--- src/rtl/uart_receiver.sv ---
// ---------------------------------------------------------------------------
// uart_receiver
//   Serial-to-parallel UART receiver, 8N1, LSB first. It feeds the peripheral
//   bus receive register and its status bits. The receiver holds a received
//   byte until the bus reads it. It also keeps sticky framing-error and
//   overrun flags for software diagnostics.
//
// Parameters
//   CLKS_PER_BIT : clk cycles per bit time (>= 4)
//   CNT_W        : bit-timer width, must hold CLKS_PER_BIT-1
//
// Ports
//   clk        in   system clock
//   reset      in   synchronous active-low reset
//   UART_RX    in   asynchronous serial line, idle high
//   UART_RXD   out  last received byte (register)
//   RX_EFF     out  1 = UART_RXD holds an unread byte
//   RX_READ    in   level; every high cycle marks the byte as read
//   RX_FERR    out  sticky framing error (stop bit sampled 0)
//   RX_OVERRUN out  sticky: byte completed while an unread byte was pending
//   ERR_CLR    in   clears RX_FERR and RX_OVERRUN
//   rx_busy    out  1 whenever the FSM is not idle
//
// FSM states
//   state | meaning
//   IDLE  | line idle, waiting for a falling edge on rx_s
//   START | timing to the middle of the start bit, then confirming it
//   DATA  | sampling 8 data bits at mid-bit, LSB first
//   STOP  | sampling the stop bit, then loading or flagging
//   BREAK | stop bit was low; waiting for the line to return high
// ---------------------------------------------------------------------------
module uart_receiver #(
  parameter int CLKS_PER_BIT = 5208,
  parameter int CNT_W        = 13
) (
  input  logic       clk,
  input  logic       reset,
  input  logic       UART_RX,
  output logic [7:0] UART_RXD,
  output logic       RX_EFF,
  input  logic       RX_READ,
  output logic       RX_FERR,
  output logic       RX_OVERRUN,
  input  logic       ERR_CLR,
  output logic       rx_busy
);

  localparam logic [2:0] ST_IDLE  = 3'd0;
  localparam logic [2:0] ST_START = 3'd1;
  localparam logic [2:0] ST_DATA  = 3'd2;
  localparam logic [2:0] ST_STOP  = 3'd3;
  localparam logic [2:0] ST_BREAK = 3'd4;

  // Terminal counts. The start bit only runs to half a bit, so every later
  // sample lands near the middle of its bit.
  localparam logic [CNT_W-1:0] BIT_LAST  = CNT_W'(CLKS_PER_BIT - 1);
  localparam logic [CNT_W-1:0] HALF_LAST = CNT_W'(CLKS_PER_BIT / 2 - 1);
  localparam logic [CNT_W-1:0] CNT_ONE   = CNT_W'(1);

  // Synchronizer: both flops reset to the idle (high) line level.
  logic rx_meta_q;
  logic rx_s_q;

  logic [2:0]       state_q,   state_d;
  logic [CNT_W-1:0] cnt_q,     cnt_d;
  logic [2:0]       bit_idx_q, bit_idx_d;
  logic [7:0]       shift_q,   shift_d;

  logic [7:0]       rxd_q,     rxd_d;
  logic             eff_q,     eff_d;
  logic             ferr_q,    ferr_d;
  logic             ovr_q,     ovr_d;

  // Single-cycle events raised by the FSM in the stop-sample cycle.
  logic stop_ok;
  logic stop_bad;
  logic load;
  logic ovr_set;

  // -------------------------------------------------------------------------
  // Next-state logic for the frame FSM
  // -------------------------------------------------------------------------
  always_comb begin
    state_d   = state_q;
    cnt_d     = cnt_q;
    bit_idx_d = bit_idx_q;
    shift_d   = shift_q;
    stop_ok   = 1'b0;
    stop_bad  = 1'b0;

    case (state_q)
      ST_IDLE: begin
        if (!rx_s_q) begin
          state_d = ST_START;
          cnt_d   = '0;
        end
      end

      ST_START: begin
        if (cnt_q == HALF_LAST) begin
          cnt_d = '0;
          if (!rx_s_q) begin
            state_d   = ST_DATA;
            bit_idx_d = 3'd0;
          end else begin
            // The line went high again before mid-start: this was a glitch.
            state_d = ST_IDLE;
          end
        end else begin
          cnt_d = cnt_q + CNT_ONE;
        end
      end

      ST_DATA: begin
        if (cnt_q == BIT_LAST) begin
          cnt_d            = '0;
          shift_d[bit_idx_q] = rx_s_q;
          if (bit_idx_q == 3'd7) begin
            state_d = ST_STOP;
          end else begin
            bit_idx_d = bit_idx_q + 3'd1;
          end
        end else begin
          cnt_d = cnt_q + CNT_ONE;
        end
      end

      ST_STOP: begin
        if (cnt_q == BIT_LAST) begin
          cnt_d = '0;
          if (rx_s_q) begin
            stop_ok = 1'b1;
            state_d = ST_IDLE;
          end else begin
            stop_bad = 1'b1;
            state_d  = ST_BREAK;
          end
        end else begin
          cnt_d = cnt_q + CNT_ONE;
        end
      end

      ST_BREAK: begin
        // A line held low must not be decoded as a stream of 0x00 frames.
        if (rx_s_q) begin
          state_d = ST_IDLE;
        end
      end

      default: begin
        state_d = ST_IDLE;
        cnt_d   = '0;
      end
    endcase
  end

  // -------------------------------------------------------------------------
  // Receive register and status flags
  // -------------------------------------------------------------------------
  // A read in the same cycle as a completed frame frees the register in time,
  // so the new byte is accepted rather than counted as an overrun.
  assign load    = stop_ok && (!eff_q || RX_READ);
  assign ovr_set = stop_ok && eff_q && !RX_READ;

  always_comb begin
    rxd_d = rxd_q;
    eff_d = eff_q;

    if (load) begin
      rxd_d = shift_q;
      eff_d = 1'b1;
    end else if (RX_READ) begin
      eff_d = 1'b0;
    end

    // A new error event in the clear cycle wins, so no event is lost.
    ferr_d = (ferr_q && !ERR_CLR) || stop_bad;
    ovr_d  = (ovr_q  && !ERR_CLR) || ovr_set;
  end

  // -------------------------------------------------------------------------
  // Registers
  // -------------------------------------------------------------------------
  always_ff @(posedge clk) begin
    if (!reset) begin
      rx_meta_q <= 1'b1;
      rx_s_q    <= 1'b1;
      state_q   <= ST_IDLE;
      cnt_q     <= '0;
      bit_idx_q <= 3'd0;
      shift_q   <= 8'h00;
      rxd_q     <= 8'h00;
      eff_q     <= 1'b0;
      ferr_q    <= 1'b0;
      ovr_q     <= 1'b0;
    end else begin
      rx_meta_q <= UART_RX;
      rx_s_q    <= rx_meta_q;
      state_q   <= state_d;
      cnt_q     <= cnt_d;
      bit_idx_q <= bit_idx_d;
      shift_q   <= shift_d;
      rxd_q     <= rxd_d;
      eff_q     <= eff_d;
      ferr_q    <= ferr_d;
      ovr_q     <= ovr_d;
    end
  end

  assign UART_RXD   = rxd_q;
  assign RX_EFF     = eff_q;
  assign RX_FERR    = ferr_q;
  assign RX_OVERRUN = ovr_q;
  assign rx_busy    = (state_q != ST_IDLE);

endmodule

--- config.mk ---
export PLATFORM = sky130hd
export DESIGN_NAME = uart_receiver
export DESIGN_NICKNAME = d
export VERILOG_FILES = /design/src/rtl/uart_receiver.sv
export SDC_FILE = /design/constraint.sdc
export NUM_CORES = 1
export LEC_CHECK = 0
export CORE_ASPECT_RATIO = 1.75
export CORE_MARGIN = 1
export CORE_UTILIZATION = 55
export CTS_CLUSTER_SIZE = 14
export DETAILED_ROUTE_END_ITERATION = 8
export MAX_ROUTING_LAYER = met4
export PLACE_DENSITY = 0.75
export SETUP_SLACK_MARGIN = 0.05
export SLEW_MARGIN = 20
export SYNTH_ARGS = -nofsm -noshare
export SYNTH_HDL_FRONTEND = slang
export SYNTH_SLANG_ARGS = --single-unit
--- constraint.sdc ---
create_clock -name clk -period 2.2 [get_ports clk]
set_clock_uncertainty 0.05 [all_clocks]
set_input_delay 0.55 -clock clk [delete_from_list [all_inputs] [get_ports clk]]
set_output_delay 0.55 -clock clk [all_outputs]
set_load 0.01 [all_outputs]
After elaboration in Yosys (flattened, before gate mapping) --
Cells that the tools add are included.
Storage, ports and cells: register bits after elaboration 40, bits in latches 0, memory bits (writable) 0, ROM bits 0, output and inout port bits 12, memories kept 0
Operators by class: add/sub/neg operators 2, $mul 0, divide/modulo/power cells 0, order comparisons 2, eq/ne operators 15, shift operators 0, muxes and demuxes 29, bitwise operators 1, reductions and logical operators 21
Operator list (count):
- $pmux 13 s4 | 1
- $mux 13 | 3
- $mux 3 | 11
- $ne 2x2->1 const B | 8
- $pmux 3 s5 | 1
- $add 13x1->13 const B | 1
- $eq 13x12->1 const B | 1
- $eq 13x13->1 const B | 1
- $mux 1 | 9
- $bwmux 8 | 1
- $eq 3x2->1 const B | 2
- $eq 3x3->1 const B | 2
- $logic_and 1x1->1 | 6
- $pmux 3 s2 | 1
- $reduce_and 6->1 | 1
- $reduce_and 5->1 | 1
- $lt 3x4->1 const B | 1
- $reduce_and 2->1 | 2
- $reduce_bool 2->1 | 2
- $add 3x1->3 const B | 1
- $demux 1 s3 | 1
- $eq 3x1->1 const B | 1
- $ge 3x1->1 const B | 1
- $logic_not 1->1 | 3
- 6 further kinds | 8

Longest topological paths before layout --
depth after elaboration 6, gate-level depth with buffers 7, gate-level depth less buffers 6

Worst setup path before layout --
OpenSTA, ideal clock, no wires.
path type register -> register, start point register cnt_q[0], end point register cnt_q[1], library setup time 124 ps, arrival 1647 ps, path slack 378 ps, cell stages (with the launch flop) 8, period minus slack after synthesis 1822 ps, path through dfxtp_1 > ha_1 > nor3b_4 > nand4b_4 > a22o_2 > buf_2 > a32oi_1 > nor2_1
On the way: longest elaborated chain between the ends 3, elaborated cells on any way between the ends 6, classes of those cells add/sub: 1; eq/ne: 2; mux: 3
Ends and longest elaborated chain:
- start, declared | line 65 | logic [CNT_W-1:0] cnt_q, cnt_d;
- start signal, assigned | line 200 | cnt_q <= cnt_d;
- $add 13x1->13, or another cell as far along | line 110, 124, 139
- $mux 13, on equally long branches | line 115, 129, 100
- $pmux 13 s4 * | line 91 | case (state_q)
Every way passes the cells marked *; elsewhere a longest branch is shown, timed or not. A chain may end at the register's enable or synchronous reset.

Worst setup path in the final report --
start point register state_q[1], end point output port rx_busy
On the way: longest elaborated chain between the ends 1
Ends and longest elaborated chain:
- start, declared | line 64 | logic [2:0] state_q, state_d;
- start signal, assigned | line 199 | state_q <= state_d;
- $reduce_bool 3->1 | line 214 | assign rx_busy = (state_q != ST_IDLE);
- end, declared | line 45 | output logic rx_busy
No other way between the ends.

==> run metrics <==
final net count 260; busiest grt layer met2; Routed WL 4324 um; Hold Vio Cnt, Final 0; Yosys Warn Count 0; EDFF count, synth 0; Power Dens Cells 556.6 nW/um2; Critical Path RT 1.60 ns; CP arrival 1.50 ns; Final period util 0.9533; Sequential Power Share 0.567; Post-synth top cells dfxtp_1, nand2_1, nor2_1; Max IR drop VDD 0.0004965 V; Synth Cell Area 1997 um2; crit path time final 2.097 ns; DP Wirelength 3165 um; Post-CTS Hold Fix Bufs 0; library cells used by synthesis 49; Switching Share 0.2426; drt pass-1 iters 4; run status completed; die width 47.55 um; Sw Pwr 0.0003135 W; Die Area 3885 um2; maxcap violations 0; P&R area growth vs syn 16.29%; Clock transition at path regs 0.07 ns; filler instances 313; global route overflow 0; vias per std cell 5.574; DRC Markers 0; core box area 3433 um2; largest net degree at the start of global routing 19; layout cells sized above 1 0.1355; FMAX 476.8 MHz; H-tree Lvls 2; Tot Pwr 0.001293 W; critical path type reg -> out; Antenna Diode Count 0; DRT antenna net count 0; antenna violations before repair 0; CTS root buf clkbuf_8; Worst slew margin 0.7242; Avg WL per Cell 14.61 um; Logic pwr share 0.066; most common cell in the synthesized netlist dfxtp_1; GR Util met3 0.05495; Synth Net Count 232; Post-Synthesis Cells 223; setup TNS 0 ns; LEAKAGE 0.8995 nW; clock buffer count from CTS 5; Slew Limit Fails 0; RD Place Congestion 0.8612; Starting Density 0.5816; PortBufs 16; sequential area share after synthesis 0.4010; # IOs 17; synthesized area per cell 8.955 um2; global-route wire length before repair 6941 um; clk sinks 40; worst hold margin 0.3624 ns; DR vias 1650; leading area contributor after synthesis dfxtp_1; clock power share 0.367; CP Capture Type output pin; largest cells by area after synthesis dfxtp_1, mux2i_1, nand2_1, nor2_1, nand3b_1; #FFs+latches synth 40; ys flop type dfxtp_1; Initial DRC Count 41; M1 GR Usage 0.2558; vias in the first global route 1560; hold depth 1; CP Max Fanout 10; met2 Usage GRT 0.4534; Longest Clk Path Bufs 2; RSZ-0062 raised after global routing yes; Yosys top cell area share 0.4010; worst reg2reg path depth 8; Die H 81.71 um; # rows 28; hold crit path type reg -> reg; FFs w/ async S/R, synth 0; clk_lat worst skew 0.30 ns; CTS tree yes; Int Pwr 0.0009790 W; CP Launch Type flip-flop; measured slew at the worst slew-check pin 0.4105 ns; # setup viols final 0; All-Layer GR Usage 0.2619
## per-stage QoR
step	worst slack, ns	utilization	instance area (um2)	instances
3_3_place_gp	0.1994	0.6480	2225	287
3_5_place_dp	0.1660	0.6480	2225	287
2_1_floorplan	0.3782	-	1997	223
4_1_cts	0.06658	0.6716	2306	294
6_report	0.1027	0.6764	2322	296
5_1_grt	0.02563	0.6764	2322	296
## area by class of cell
cell class | count | area, um2 | area share
clock buffers | 5 | 68.82 | 0.02963
clock inverters | 2 | 12.51 | 0.005388
inverters | 4 | 15.01 | 0.006466
multi-input cells | 169 | 1095 | 0.4714
flip-flops and latches | 40 | 802.0 | 0.3454
well taps | 45 | 56.30 | 0.02425
repair buffers | 31 | 272.8 | 0.1175
## state kept, by name, summed over array words and instances (netlist names), 3 cells and up
register	flops
bit_idx_q	3
state_q	3
cnt_q	13
UART_RXD	8
shift_q	8
## worst max-delay path, stage by stage (launching register included)
cell	delay, ns
dfxtp_1	0.40
or3_1	0.33
clkdlybuf4s50_1	0.48
## kinds of logic (layout without fill, tap and decap cells)
family	after synthesis	in the layout	share of synthesized area
AOI/OAI and AO/OA	25	25	0.08396
and+or+nand+nor	118	118	0.3315
buffers and inverters	14	42	0.05075
xor gates and xnor gates	4	4	0.01755
muxes	18	18	0.09022
adders and majority gates	4	4	0.02506
DFF	40	40	0.4010
## power groups by stage
stage / clock network, W / registers (W) / logic [W]
final: 0.000474 / 0.000733 / 0.0000856
after global routing: 0.000513 / 0.000733 / 0.0000931
after CTS: 0.000479 / 0.000732 / 0.0000848
after detailed placement: 0 / 0.000749 / 0.0000846
after global placement: 0 / 0.000749 / 0.0000839
after floorplan: 0 / 0.000748 / 0.0000516
## placed cells by master, fill, tap and decap left out, drive strengths merged, types with 3 or more instances in the layout
| master | n |
|---|---|
| a31oi | 7 |
| mux2i | 18 |
| inv | 4 |
| nand2 | 34 |
| clkbuf | 5 |
| a21oi | 3 |
| nand2b | 4 |
| nand4 | 4 |
| or3 | 7 |
| nand3 | 11 |
| buf | 15 |
| ha | 4 |
| dfxtp | 40 |
| o21ai | 4 |
| nand3b | 10 |
| nor2 | 27 |
| nor3 | 5 |
| clkdlybuf4s50 | 16 |
| nor3b | 3 |
## layer usage
| metal | share of wire | up-vias | wire length [um] |
|---|---|---|---|
| li1 | - | 837 | - |
| met1 | 0.39 | 768 | 1703 |
| met2 | 0.55 | 32 | 2365 |
| met3 | 0.026 | 13 | 114 |
| met4 | 0.032 | 0 | 140 |
| met5 | 0 | - | 0 |
## what timing repair did
action | CTS | global route
setup buffers | 0 | 2
gates resized for setup | 0 | 1
setup endpoints to repair | 0 | 2
hold endpoints to repair | 0 | 0
## worst paths after layout
| kind | slack [ns] | endpoint | startpoint |
|---|---|---|---|
| max | 0.10 | rx_busy | state_q[1] |
| min | 0.36 | rx_s_q | rx_meta_q |
| max reg2reg | 0.19 | UART_RXD[2] | cnt_q[0] |
| min reg2reg | 0.36 | rx_s_q | rx_meta_q |
Note: power is estimated with default switching activity, not from simulation.
